`config.mk`:
```
export PLATFORM = sky130hd
export DESIGN_NAME = rename_table_flat
export DESIGN_NICKNAME = d
export VERILOG_FILES = /design/src/rtl/rename_table_pkg.sv /design/src/rtl/rename_table_if.sv /design/src/rtl/rename_table_free_list.sv /design/src/rtl/rename_table.sv /design/src/flat_wrapper.sv
export SDC_FILE = /design/constraint.sdc
export NUM_CORES = 2
export LEC_CHECK = 0
export BUFFER_PORTS_ARGS = -buffer_cell sky130_fd_sc_hd__buf_4
export CAP_MARGIN = 20
export CORE_MARGIN = 2
export CORE_UTILIZATION = 40
export DETAILED_ROUTE_END_ITERATION = 8
export GPL_TIMING_DRIVEN = 0
export SLEW_MARGIN = 20
export SYNTH_ARGS = -nofsm -noshare
export SYNTH_HDL_FRONTEND = slang
export SYNTH_SLANG_ARGS = --single-unit
```
`constraint.sdc`:
```
create_clock -name clk -period 6.4 [get_ports clk]
set_input_delay 0.32 -clock clk [delete_from_list [all_inputs] [get_ports clk]]
set_output_delay 0.32 -clock clk [all_outputs]
set_load 0.02 [all_outputs]
```
`src/rtl/rename_table_pkg.sv`:
```
// Shared definitions for the register rename block: architectural/physical
// sizes, tag type and free-list geometry.
package rename_table_pkg;
  localparam int ARCH_REGS = 32;
  localparam int PHYS_TAGS = 64;
  localparam int TAG_W     = $clog2(PHYS_TAGS);
  localparam int AREG_W    = $clog2(ARCH_REGS);
  localparam int SLOTS     = 2;
  // Tags 0..ARCH_REGS-1 start out mapped; the rest start on the free list.
  localparam int FL_DEPTH  = PHYS_TAGS - ARCH_REGS;
  localparam int FL_PTR_W  = $clog2(FL_DEPTH);
  localparam int FL_CNT_W  = FL_PTR_W + 1;

  typedef logic [TAG_W-1:0]  tag_t;
  typedef logic [AREG_W-1:0] areg_t;
endpackage

```
`src/rtl/rename_table_if.sv`:
```
// Rename interface bundle: per-slot queries (q_*), combinational responses
// (r_*, stall), writeback broadcast (cdb_*) and commit release (ret_*).
// master = pipeline side driving queries, slave = the rename table.
interface rename_table_if;
  import rename_table_pkg::*;
  areg_t [SLOTS-1:0] q_rs1, q_rs2, q_rd;
  logic  [SLOTS-1:0] q_rename;
  tag_t  [SLOTS-1:0] r_rs1_tag, r_rs2_tag, r_rd_tag, r_rd_old_tag;
  logic  [SLOTS-1:0] r_rs1_busy, r_rs2_busy;
  logic              stall;
  logic              cdb_valid;
  tag_t              cdb_tag;
  logic  [SLOTS-1:0] ret_valid;
  tag_t  [SLOTS-1:0] ret_tag;

  modport master (output q_rs1, q_rs2, q_rd, q_rename, cdb_valid, cdb_tag, ret_valid, ret_tag,
                  input  r_rs1_tag, r_rs2_tag, r_rd_tag, r_rd_old_tag, r_rs1_busy, r_rs2_busy, stall);
  modport slave  (input  q_rs1, q_rs2, q_rd, q_rename, cdb_valid, cdb_tag, ret_valid, ret_tag,
                  output r_rs1_tag, r_rs2_tag, r_rd_tag, r_rd_old_tag, r_rs1_busy, r_rs2_busy, stall);
endinterface

```
`src/rtl/rename_table_free_list.sv`:
```
// tag_free_list: 2-push / 2-pop circular FIFO of free physical tags.
// Ports: clk, reset_n (async low), flush (sync restore), push_en/push_tag
// (slot 0 written first), pop_n (0..2 tags taken from head), head_tag
// (entries at head and head+1), count (occupancy 0..FL_DEPTH).
module tag_free_list
  import rename_table_pkg::*;
(
  input  logic                clk,
  input  logic                reset_n,
  input  logic                flush,
  input  logic [1:0]          push_en,
  input  tag_t [1:0]          push_tag,
  input  logic [1:0]          pop_n,
  output tag_t [1:0]          head_tag,
  output logic [FL_CNT_W-1:0] count
);
  typedef logic [FL_PTR_W-1:0] ptr_t;

  tag_t [FL_DEPTH-1:0] fifo_q, fifo_d;
  ptr_t                head_q, head_d, tail_q, tail_d, tail1;
  logic [FL_CNT_W-1:0] count_q, count_d;
  logic [1:0]          n_push;

  assign head_tag[0] = fifo_q[head_q];
  assign head_tag[1] = fifo_q[head_q + ptr_t'(1)];
  assign count       = count_q;

  always_comb begin
    n_push  = {1'b0, push_en[0]} + {1'b0, push_en[1]};
    // Slot 1 lands after slot 0 only when slot 0 actually pushed.
    tail1   = tail_q + ptr_t'(push_en[0]);
    fifo_d  = fifo_q;
    if (push_en[0]) fifo_d[tail_q] = push_tag[0];
    if (push_en[1]) fifo_d[tail1]  = push_tag[1];
    // Pointers are FL_PTR_W bits wide, so they wrap modulo FL_DEPTH for free.
    head_d  = head_q + ptr_t'(pop_n);
    tail_d  = tail_q + ptr_t'(n_push);
    count_d = count_q + FL_CNT_W'(n_push) - FL_CNT_W'(pop_n);
    if (flush) begin
      for (int i = 0; i < FL_DEPTH; i++) fifo_d[i] = tag_t'(ARCH_REGS + i);
      head_d  = '0;
      tail_d  = '0;
      count_d = FL_CNT_W'(FL_DEPTH);
    end
  end

  always_ff @(posedge clk or negedge reset_n) begin
    if (!reset_n) begin
      for (int i = 0; i < FL_DEPTH; i++) fifo_q[i] <= tag_t'(ARCH_REGS + i);
      head_q  <= '0;
      tail_q  <= '0;
      count_q <= FL_CNT_W'(FL_DEPTH);
    end else begin
      fifo_q  <= fifo_d;
      head_q  <= head_d;
      tail_q  <= tail_d;
      count_q <= count_d;
    end
  end

  // A full list can never legally receive a released tag.
  a_no_overflow: assert property (@(posedge clk) disable iff (!reset_n)
    !((|push_en) && count_q == FL_CNT_W'(FL_DEPTH)));
  a_no_underflow: assert property (@(posedge clk) disable iff (!reset_n)
    FL_CNT_W'(pop_n) <= count_q);
endmodule

```
`src/rtl/rename_table.sv`:
```
// rename_table: 2-wide register rename map with busy tracking and free list.
// Ports: clk, reset_n (async low), flush (sync restore to reset state),
// rt (rename_table_if.slave): queries in, combinational tags/busy/stall out,
// cdb writeback clears busy, ret_* return tags to the free list.
module rename_table
  import rename_table_pkg::*;
#(
  parameter int ARCH_REGS = rename_table_pkg::ARCH_REGS,
  parameter int PHYS_TAGS = rename_table_pkg::PHYS_TAGS
) (
  input  logic          clk,
  input  logic          reset_n,
  input  logic          flush,
  rename_table_if.slave rt
);
  tag_t                map_q [ARCH_REGS];
  tag_t                map_d [ARCH_REGS];
  logic [PHYS_TAGS-1:0] busy_q, busy_d;

  logic [1:0]          need, push_en, n_need, pop_n;
  logic                stall, alloc;
  tag_t [1:0]          fl_head, new_tag;
  logic [FL_CNT_W-1:0] fl_count;

  // Busy unless this cycle's writeback carries the tag.
  function automatic logic src_busy(input tag_t t, input logic [PHYS_TAGS-1:0] bv,
                                    input logic cv, input tag_t ct);
    return bv[t] && !(cv && ct == t);
  endfunction

  always_comb begin
    for (int s = 0; s < SLOTS; s++) begin
      need[s]    = rt.q_rename[s] && rt.q_rd[s] != '0;
      push_en[s] = !flush && rt.ret_valid[s] && rt.ret_tag[s] != '0;
    end
    n_need = {1'b0, need[0]} + {1'b0, need[1]};
    stall  = !flush && (fl_count < FL_CNT_W'(n_need));
    alloc  = !flush && !stall;
    pop_n  = alloc ? n_need : 2'd0;
    // A lone slot-1 requester still takes the head.
    new_tag[0] = fl_head[0];
    new_tag[1] = need[0] ? fl_head[1] : fl_head[0];
  end

  tag_free_list u_fl (
    .clk      (clk),
    .reset_n  (reset_n),
    .flush    (flush),
    .push_en  (push_en),
    .push_tag (rt.ret_tag),
    .pop_n    (pop_n),
    .head_tag (fl_head),
    .count    (fl_count)
  );

  // Responses
  always_comb begin
    rt.stall        = stall;
    rt.r_rs1_tag    = '0;
    rt.r_rs2_tag    = '0;
    rt.r_rs1_busy   = '0;
    rt.r_rs2_busy   = '0;
    rt.r_rd_tag     = '0;
    rt.r_rd_old_tag = '0;
    for (int s = 0; s < SLOTS; s++) begin
      if (rt.q_rs1[s] != '0) begin
        rt.r_rs1_tag[s]  = map_q[rt.q_rs1[s]];
        rt.r_rs1_busy[s] = src_busy(map_q[rt.q_rs1[s]], busy_q, rt.cdb_valid, rt.cdb_tag);
      end
      if (rt.q_rs2[s] != '0) begin
        rt.r_rs2_tag[s]  = map_q[rt.q_rs2[s]];
        rt.r_rs2_busy[s] = src_busy(map_q[rt.q_rs2[s]], busy_q, rt.cdb_valid, rt.cdb_tag);
      end
      rt.r_rd_tag[s]     = need[s] ? new_tag[s] : '0;
      rt.r_rd_old_tag[s] = map_q[rt.q_rd[s]];
    end
    // Slot 1 sees slot 0's rename as if it were already in the map.
    if (need[0]) begin
      if (rt.q_rs1[1] == rt.q_rd[0]) begin
        rt.r_rs1_tag[1]  = new_tag[0];
        rt.r_rs1_busy[1] = 1'b1;
      end
      if (rt.q_rs2[1] == rt.q_rd[0]) begin
        rt.r_rs2_tag[1]  = new_tag[0];
        rt.r_rs2_busy[1] = 1'b1;
      end
      if (rt.q_rd[1] == rt.q_rd[0]) rt.r_rd_old_tag[1] = new_tag[0];
    end
  end

  // Next state: clear from writeback first so a same-tag allocation wins.
  always_comb begin
    map_d  = map_q;
    busy_d = busy_q;
    if (rt.cdb_valid && rt.cdb_tag != '0) busy_d[rt.cdb_tag] = 1'b0;
    if (alloc) begin
      for (int s = 0; s < SLOTS; s++) begin
        if (need[s]) begin
          map_d[rt.q_rd[s]]   = new_tag[s];
          busy_d[new_tag[s]] = 1'b1;
        end
      end
    end
    if (flush) begin
      for (int i = 0; i < ARCH_REGS; i++) map_d[i] = tag_t'(i);
      busy_d = '0;
    end
  end

  always_ff @(posedge clk or negedge reset_n) begin
    if (!reset_n) begin
      for (int i = 0; i < ARCH_REGS; i++) map_q[i] <= tag_t'(i);
      busy_q <= '0;
    end else begin
      map_q  <= map_d;
      busy_q <= busy_d;
    end
  end
endmodule

```
`src/flat_wrapper.sv`:
```
// flat-port wrapper written by rule: the top's interface ports become plain ports
module rename_table_flat import rename_table_pkg::*;
#(
  parameter int ARCH_REGS = rename_table_pkg::ARCH_REGS,
  parameter int PHYS_TAGS = rename_table_pkg::PHYS_TAGS
)
  (clk, reset_n, flush, rt_q_rs1, rt_q_rs2, rt_q_rd, rt_q_rename, rt_cdb_valid, rt_cdb_tag, rt_ret_valid, rt_ret_tag, rt_r_rs1_tag, rt_r_rs2_tag, rt_r_rd_tag, rt_r_rd_old_tag, rt_r_rs1_busy, rt_r_rs2_busy, rt_stall);
  rename_table_if rt_i ();
  input  logic clk;
  input  logic reset_n;
  input  logic flush;
  input wire logic [$bits(rt_i.q_rs1)-1:0] rt_q_rs1;
  input wire logic [$bits(rt_i.q_rs2)-1:0] rt_q_rs2;
  input wire logic [$bits(rt_i.q_rd)-1:0] rt_q_rd;
  input wire logic [$bits(rt_i.q_rename)-1:0] rt_q_rename;
  input wire logic [$bits(rt_i.cdb_valid)-1:0] rt_cdb_valid;
  input wire logic [$bits(rt_i.cdb_tag)-1:0] rt_cdb_tag;
  input wire logic [$bits(rt_i.ret_valid)-1:0] rt_ret_valid;
  input wire logic [$bits(rt_i.ret_tag)-1:0] rt_ret_tag;
  output wire logic [$bits(rt_i.r_rs1_tag)-1:0] rt_r_rs1_tag;
  output wire logic [$bits(rt_i.r_rs2_tag)-1:0] rt_r_rs2_tag;
  output wire logic [$bits(rt_i.r_rd_tag)-1:0] rt_r_rd_tag;
  output wire logic [$bits(rt_i.r_rd_old_tag)-1:0] rt_r_rd_old_tag;
  output wire logic [$bits(rt_i.r_rs1_busy)-1:0] rt_r_rs1_busy;
  output wire logic [$bits(rt_i.r_rs2_busy)-1:0] rt_r_rs2_busy;
  output wire logic [$bits(rt_i.stall)-1:0] rt_stall;
  assign rt_i.q_rs1 = rt_q_rs1;
  assign rt_i.q_rs2 = rt_q_rs2;
  assign rt_i.q_rd = rt_q_rd;
  assign rt_i.q_rename = rt_q_rename;
  assign rt_i.cdb_valid = rt_cdb_valid;
  assign rt_i.cdb_tag = rt_cdb_tag;
  assign rt_i.ret_valid = rt_ret_valid;
  assign rt_i.ret_tag = rt_ret_tag;
  assign rt_r_rs1_tag = rt_i.r_rs1_tag;
  assign rt_r_rs2_tag = rt_i.r_rs2_tag;
  assign rt_r_rd_tag = rt_i.r_rd_tag;
  assign rt_r_rd_old_tag = rt_i.r_rd_old_tag;
  assign rt_r_rs1_busy = rt_i.r_rs1_busy;
  assign rt_r_rs2_busy = rt_i.r_rs2_busy;
  assign rt_stall = rt_i.stall;
  rename_table #(.ARCH_REGS(ARCH_REGS), .PHYS_TAGS(PHYS_TAGS)) u_core (.clk(clk), .reset_n(reset_n), .flush(flush), .rt(rt_i));
endmodule
```
==> flow_summary.html <==
<table>
<tr><th>Metric</th><th>Value</th></tr>
<tr><th colspan="2">CTS</th></tr>
<tr><td>Root buf cell</td><td>sky130_fd_sc_hd__clkbuf_16</td></tr>
<tr><td>H-tree Lvls</td><td>2</td></tr>
<tr><td>Skew-Pair Late Insertion Delay</td><td>0.69 ns</td></tr>
<tr><td>Post-CTS sizing</td><td>0</td></tr>
<tr><td>Number of sinks on the clock net</td><td>464</td></tr>
<tr><td>Total setup buffers inserted after CTS</td><td>0</td></tr>
<tr><td>Clock transition at path regs</td><td>0.07 ns</td></tr>
<tr><td>Max Root-Sink Buffers</td><td>3</td></tr>
<tr><td>Num CTS Buffers</td><td>54</td></tr>
<tr><td>CTS tree</td><td>built</td></tr>
<tr><th colspan="2">Placed design</th></tr>
<tr><td>Port-buffer cells</td><td>80</td></tr>
<tr><td>RePlAce Congestion</td><td>1.06</td></tr>
<tr><td>Half-perimeter wire length after placement</td><td>155 mm</td></tr>
<tr><td>Cell Area, Placed</td><td>42800 um2</td></tr>
<tr><td>Worst Setup Slack post-DPL</td><td>-0.225 ns</td></tr>
<tr><th colspan="2">Worst hold path</th></tr>
<tr><td>Worst hold endpoint</td><td>u_core.u_fl.fifo_q[170]</td></tr>
<tr><td>Worst min-delay path class</td><td>in2reg</td></tr>
<tr><td>Critical hold path startpoint</td><td>rt_ret_tag[8]</td></tr>
<tr><td>Cells on Worst Hold Path</td><td>3</td></tr>
<tr><th colspan="2">STA</th></tr>
<tr><td>Minimum setup slack in the final design</td><td>-0.00113 ns</td></tr>
<tr><td>Max-slew violations</td><td>0</td></tr>
<tr><td>Fraction of the cycle the final worst path needs</td><td>100%</td></tr>
<tr><td>Final hold violation count</td><td>0</td></tr>
<tr><td>Setup repair after global routing missed its margin</td><td>no</td></tr>
<tr><td>Peak Freq</td><td>156 MHz</td></tr>
<tr><td>Number of endpoints failing setup at the final stage</td><td>1</td></tr>
<tr><td>Shortest period the worst path allows</td><td>6.40 ns</td></tr>
<tr><td>Clock skew</td><td>0.0738 ns</td></tr>
<tr><td>Worst-case headroom to the max-slew limit</td><td>11.4%</td></tr>
<tr><td>Slew at the pin closest to its max-slew limit</td><td>1.33 ns</td></tr>
<tr><th colspan="2">Synth</th></tr>
<tr><td>Fraction of post-synthesis cell area in the top cell type by area</td><td>24.1%</td></tr>
<tr><td>Post-synth cell types</td><td>72</td></tr>
<tr><td>Gate count of the mapped netlist</td><td>4105</td></tr>
<tr><td>Total of flip-flops plus latches after synthesis</td><td>464</td></tr>
<tr><td>Fraction of synthesis flops using an asynchronous set or reset pin</td><td>100%</td></tr>
<tr><td>Post-synthesis cell type with the largest combined area</td><td>sky130_fd_sc_hd__mux4_2</td></tr>
<tr><td>Number of enable-type register cells in the synthesized netlist</td><td>0</td></tr>
<tr><td>Net count of the mapped netlist</td><td>4185</td></tr>
<tr><td>Syn_area_per_cell</td><td>9.84 um2</td></tr>
<tr><td>Most instantiated flip-flop cell in the synthesis netlist</td><td>sky130_fd_sc_hd__dfrtp_1</td></tr>
<tr><td>Dominant cells by area after synthesis</td><td>sky130_fd_sc_hd__mux4_2 (24%), sky130_fd_sc_hd__dfrtp_1 (17%), sky130_fd_sc_hd__dfstp_2 (13%)</td></tr>
<tr><td>Post-synthesis sequential area ratio</td><td>29.4%</td></tr>
<tr><td>Number of warnings reported in the yosys synthesis log</td><td>0</td></tr>
<tr><td>Post-Synthesis Cell Area</td><td>40400 um2</td></tr>
<tr><th colspan="2">Finish</th></tr>
<tr><td>Area growth syn-to-layout</td><td>10.9%</td></tr>
<tr><td># nets final</td><td>4336</td></tr>
<tr><td>FILL cells</td><td>9719</td></tr>
<tr><td>Area taken by multi-input logic gates</td><td>26700 um2</td></tr>
<tr><td>Fraction of final layout cells with drive strength greater than 1</td><td>25.0%</td></tr>
<tr><td>Final core utilization</td><td>44.7%</td></tr>
<tr><td>Top library cells by usage in the layout, fill and taps aside</td><td>sky130_fd_sc_hd__mux4_2 (432), sky130_fd_sc_hd__nand2_1 (403), sky130_fd_sc_hd__nor2_1 (402), sky130_fd_sc_hd__mux2i_1 (312), sky130_fd_sc_hd__clkbuf_1 (281)</td></tr>
<tr><td>Sequential standard cell area</td><td>11900 um2</td></tr>
<tr><td>Total non-filler cell area in the finished layout</td><td>44800 um2</td></tr>
<tr><td>Commonest non-fill, non-tap cell in the layout</td><td>sky130_fd_sc_hd__mux4_2</td></tr>
<tr><th colspan="2">Route</th></tr>
<tr><td>TritonRoute pass-1 iters</td><td>6</td></tr>
<tr><td>Vias</td><td>40500</td></tr>
<tr><td>Remaining routing DRC violations</td><td>0</td></tr>
<tr><td>Initial drt markers</td><td>6901</td></tr>
<tr><td>Total wire length after detailed routing</td><td>207 mm</td></tr>
<tr><td>Via density</td><td>7.22</td></tr>
<tr><td>Final routed wire length divided by cell count</td><td>37.0 um</td></tr>
<tr><td>Number of nets with antenna violations after routing</td><td>0</td></tr>
<tr><th colspan="2">Setup path</th></tr>
<tr><td>Reg2Reg Depth</td><td>11</td></tr>
<tr><td>Cell-by-cell listing of the critical path</td><td>buf_2, buf_1, mux4_2, mux4_2, mux2_2, clkbuf_1, buf_1, nand4_1, o21ai_0, buf_4</td></tr>
<tr><td>Critical path data arrival time</td><td>6.08 ns</td></tr>
<tr><td>Max stage delay cell, worst path</td><td>sky130_fd_sc_hd__buf_1</td></tr>
<tr><td>Largest stage delay on the critical path</td><td>1.00 ns</td></tr>
<tr><td>Reg2Reg Launch Point</td><td>u_core.u_fl.head_q[0]</td></tr>
<tr><td>RR Endpoint</td><td>u_core.map_q[63]</td></tr>
<tr><td>CP startpoint kind</td><td>flip-flop</td></tr>
<tr><td>Element type at the critical path end</td><td>output port</td></tr>
<tr><td>Largest fanout on the critical path</td><td>10</td></tr>
<tr><td>Critical path data required time</td><td>6.08 ns</td></tr>
<tr><td>Kind of critical path</td><td>reg2out</td></tr>
<tr><td>R2R Setup Slk</td><td>0.99 ns</td></tr>
<tr><th colspan="2">Pwr</th></tr>
<tr><td>Maximum ir drop on the vdd rail</td><td>0.000250 V</td></tr>
<tr><td>Leak Pwr</td><td>16.0 nW</td></tr>
<tr><td>Pwr per Cell Area</td><td>224 nW/um2</td></tr>
<tr><td>Total power consumption of the routed design</td><td>10.0 mW</td></tr>
<tr><th colspan="2">Die</th></tr>
<tr><td>Initial cell density of the core</td><td>40.3%</td></tr>
<tr><td>Die X</td><td>322 um</td></tr>
<tr><td>Standard-cell rows</td><td>116</td></tr>
<tr><td>Overall die height</td><td>322 um</td></tr>
<tr><td>Die ar.</td><td>104000 um2</td></tr>
<tr><td>I/O pins</td><td>109</td></tr>
<tr><td>Area of the core</td><td>100000 um2</td></tr>
<tr><th colspan="2">GRT</th></tr>
<tr><td>GRT Overall Usage</td><td>39.2%</td></tr>
<tr><td>Layer with the highest usage</td><td>met2</td></tr>
<tr><td>Global Route met3 Usage</td><td>14.2%</td></tr>
<tr><td>Met1 global-route usage</td><td>50.9%</td></tr>
<tr><td>Maximum number of pins on one net before global-route repair</td><td>91</td></tr>
<tr><td>Total grt overflow</td><td>0</td></tr>
<tr><td>Met2 track demand over resource</td><td>55.7%</td></tr>
<tr><td>Initial antenna violation count</td><td>6</td></tr>
<tr><td>First-pass GRT wire length</td><td>290 mm</td></tr>
<tr><td>Via count of the first global-routing pass</td><td>38500</td></tr>
<tr><th colspan="2">Outcome</th></tr>
<tr><td>Violated checks</td><td>negative setup slack</td></tr>
<tr><td>Outcome</td><td>finished, violations left</td></tr>
<tr><th colspan="2">Run</th></tr>
<tr><td>Max cap viols</td><td>0</td></tr>
</table>
## state kept, by name, indices dropped and copies added, names as in the netlist
register            cells
u_core.u_fl.head_q      5
u_core.u_fl.tail_q      5
u_core.busy_q          64
u_core.u_fl.fifo_q    192
u_core.u_fl.count       6
u_core.map_q          192
## cell families (layout without fill, tap and decap cells)
family,after synthesis,after routing,share of synthesized area [%]
and+or+nand+nor,1336,1336,15.4
AOI/OAI and AO/OA,978,978,15.4
other,0,3,0
xor gates and xnor gates,52,52,1.13
DFF,464,464,29.4
muxes,796,796,33.3
adders and majority gates,24,24,0.818
buffers and inverters,455,651,4.67
## metrics by stage
step / hold slack (ns) / TNS [ns] / std cells
floorplan: 0.0244 / 0 / 4105
global placement: 0.557 / -332.82 / 5483
detailed placement: 0.297 / -0.274 / 5493
CTS: 0.00470 / 0 / 5598
global route: 0.0687 / 0 / 5599
finish: 0.0317 / -0.00113 / 5602
## routing by layer
metal	part of all wire, %	up-vias
li1	-	16000
met5	0.041	-
met4	7.1	6
met2	41	3506
met1	37	20200
met3	15	820
## worst max-delay path, delay by kind of cell (launching register included)
kind                   cells  cell delay [ns]
AND/OR/NAND/NOR            1             0.17
buffers and inverters      5             3.46
AO/OA/AOI/OAI              1             0.24
flip-flops                 1             0.62
multiplexers               3             0.90
## what timing repair did
item | in CTS | in global routing
endpoints found under the hold margin | 60 | 0
hold buffers | 4 | 0
endpoints found under the setup margin | 0 | 0
## final cells by class
class	instances	area share, %
Multi-Input combinational cell	3186	59.7
Sequential cell	464	26.5
Buffer	404	3.81
Tap cell	1298	3.63
Clock buffer	73	3.31
Timing Repair Buffer	95	1.86
Clock inverter	28	0.816
Inverter	51	0.428
Antenna cell	3	0.0168
## how the worst max path moves through the flow
| stage | startpoint | endpoint | slack [ns] | cells past startpoint |
|---|---|---|---|---|
| finish | u_core.u_fl.head_q[1] | rt_r_rs2_tag[10] | -0.001 | 10 |
| global route | u_core.u_fl.head_q[1] | rt_r_rs2_tag[10] | 0.15 | 10 |
| CTS | rt_q_rd[4] | rt_stall | 0.20 | 15 |
| detailed placement | rt_q_rd[4] | u_core.u_fl.count[5] | -0.23 | 23 |
| global placement | rt_q_rd[5] | u_core.u_fl.count[5] | -2.19 | 24 |
| floorplan | rt_q_rd[5] | u_core.u_fl.count[5] | 1.51 | 24 |
## power by group
group	switching (mW)	internal (mW)
sequential	0.202	3.04
combinational	2.39	1.07
clock	1.43	1.88
total	4.02	5.99
## synth_stat cells (7+ instances only)
cell and count:
sky130_fd_sc_hd__a211oi_1 117, sky130_fd_sc_hd__a21oi_1 217, sky130_fd_sc_hd__a221o_1 16, sky130_fd_sc_hd__a221oi_1 11, sky130_fd_sc_hd__a22oi_1 85, sky130_fd_sc_hd__a311oi_1 51, sky130_fd_sc_hd__a31oi_1 23, sky130_fd_sc_hd__and2_1 21
sky130_fd_sc_hd__and3_1 15, sky130_fd_sc_hd__buf_1 47, sky130_fd_sc_hd__buf_2 69, sky130_fd_sc_hd__buf_4 10, sky130_fd_sc_hd__buf_6 7, sky130_fd_sc_hd__clkbuf_1 271, sky130_fd_sc_hd__dfrtp_1 271, sky130_fd_sc_hd__dfstp_2 193
sky130_fd_sc_hd__ha_1 20, sky130_fd_sc_hd__inv_1 50, sky130_fd_sc_hd__mux2_2 49, sky130_fd_sc_hd__mux2i_1 315, sky130_fd_sc_hd__mux4_2 432, sky130_fd_sc_hd__nand2_1 403, sky130_fd_sc_hd__nand2b_1 120, sky130_fd_sc_hd__nand3_1 145
sky130_fd_sc_hd__nand4_1 16, sky130_fd_sc_hd__nor2_1 403, sky130_fd_sc_hd__nor2b_1 54, sky130_fd_sc_hd__nor3_1 16, sky130_fd_sc_hd__nor3b_1 7, sky130_fd_sc_hd__o21ai_0 180, sky130_fd_sc_hd__o22ai_1 239, sky130_fd_sc_hd__or2_2 102
sky130_fd_sc_hd__xnor2_1 30, sky130_fd_sc_hd__xor2_1 22
(Power assumes the default switching activity.)
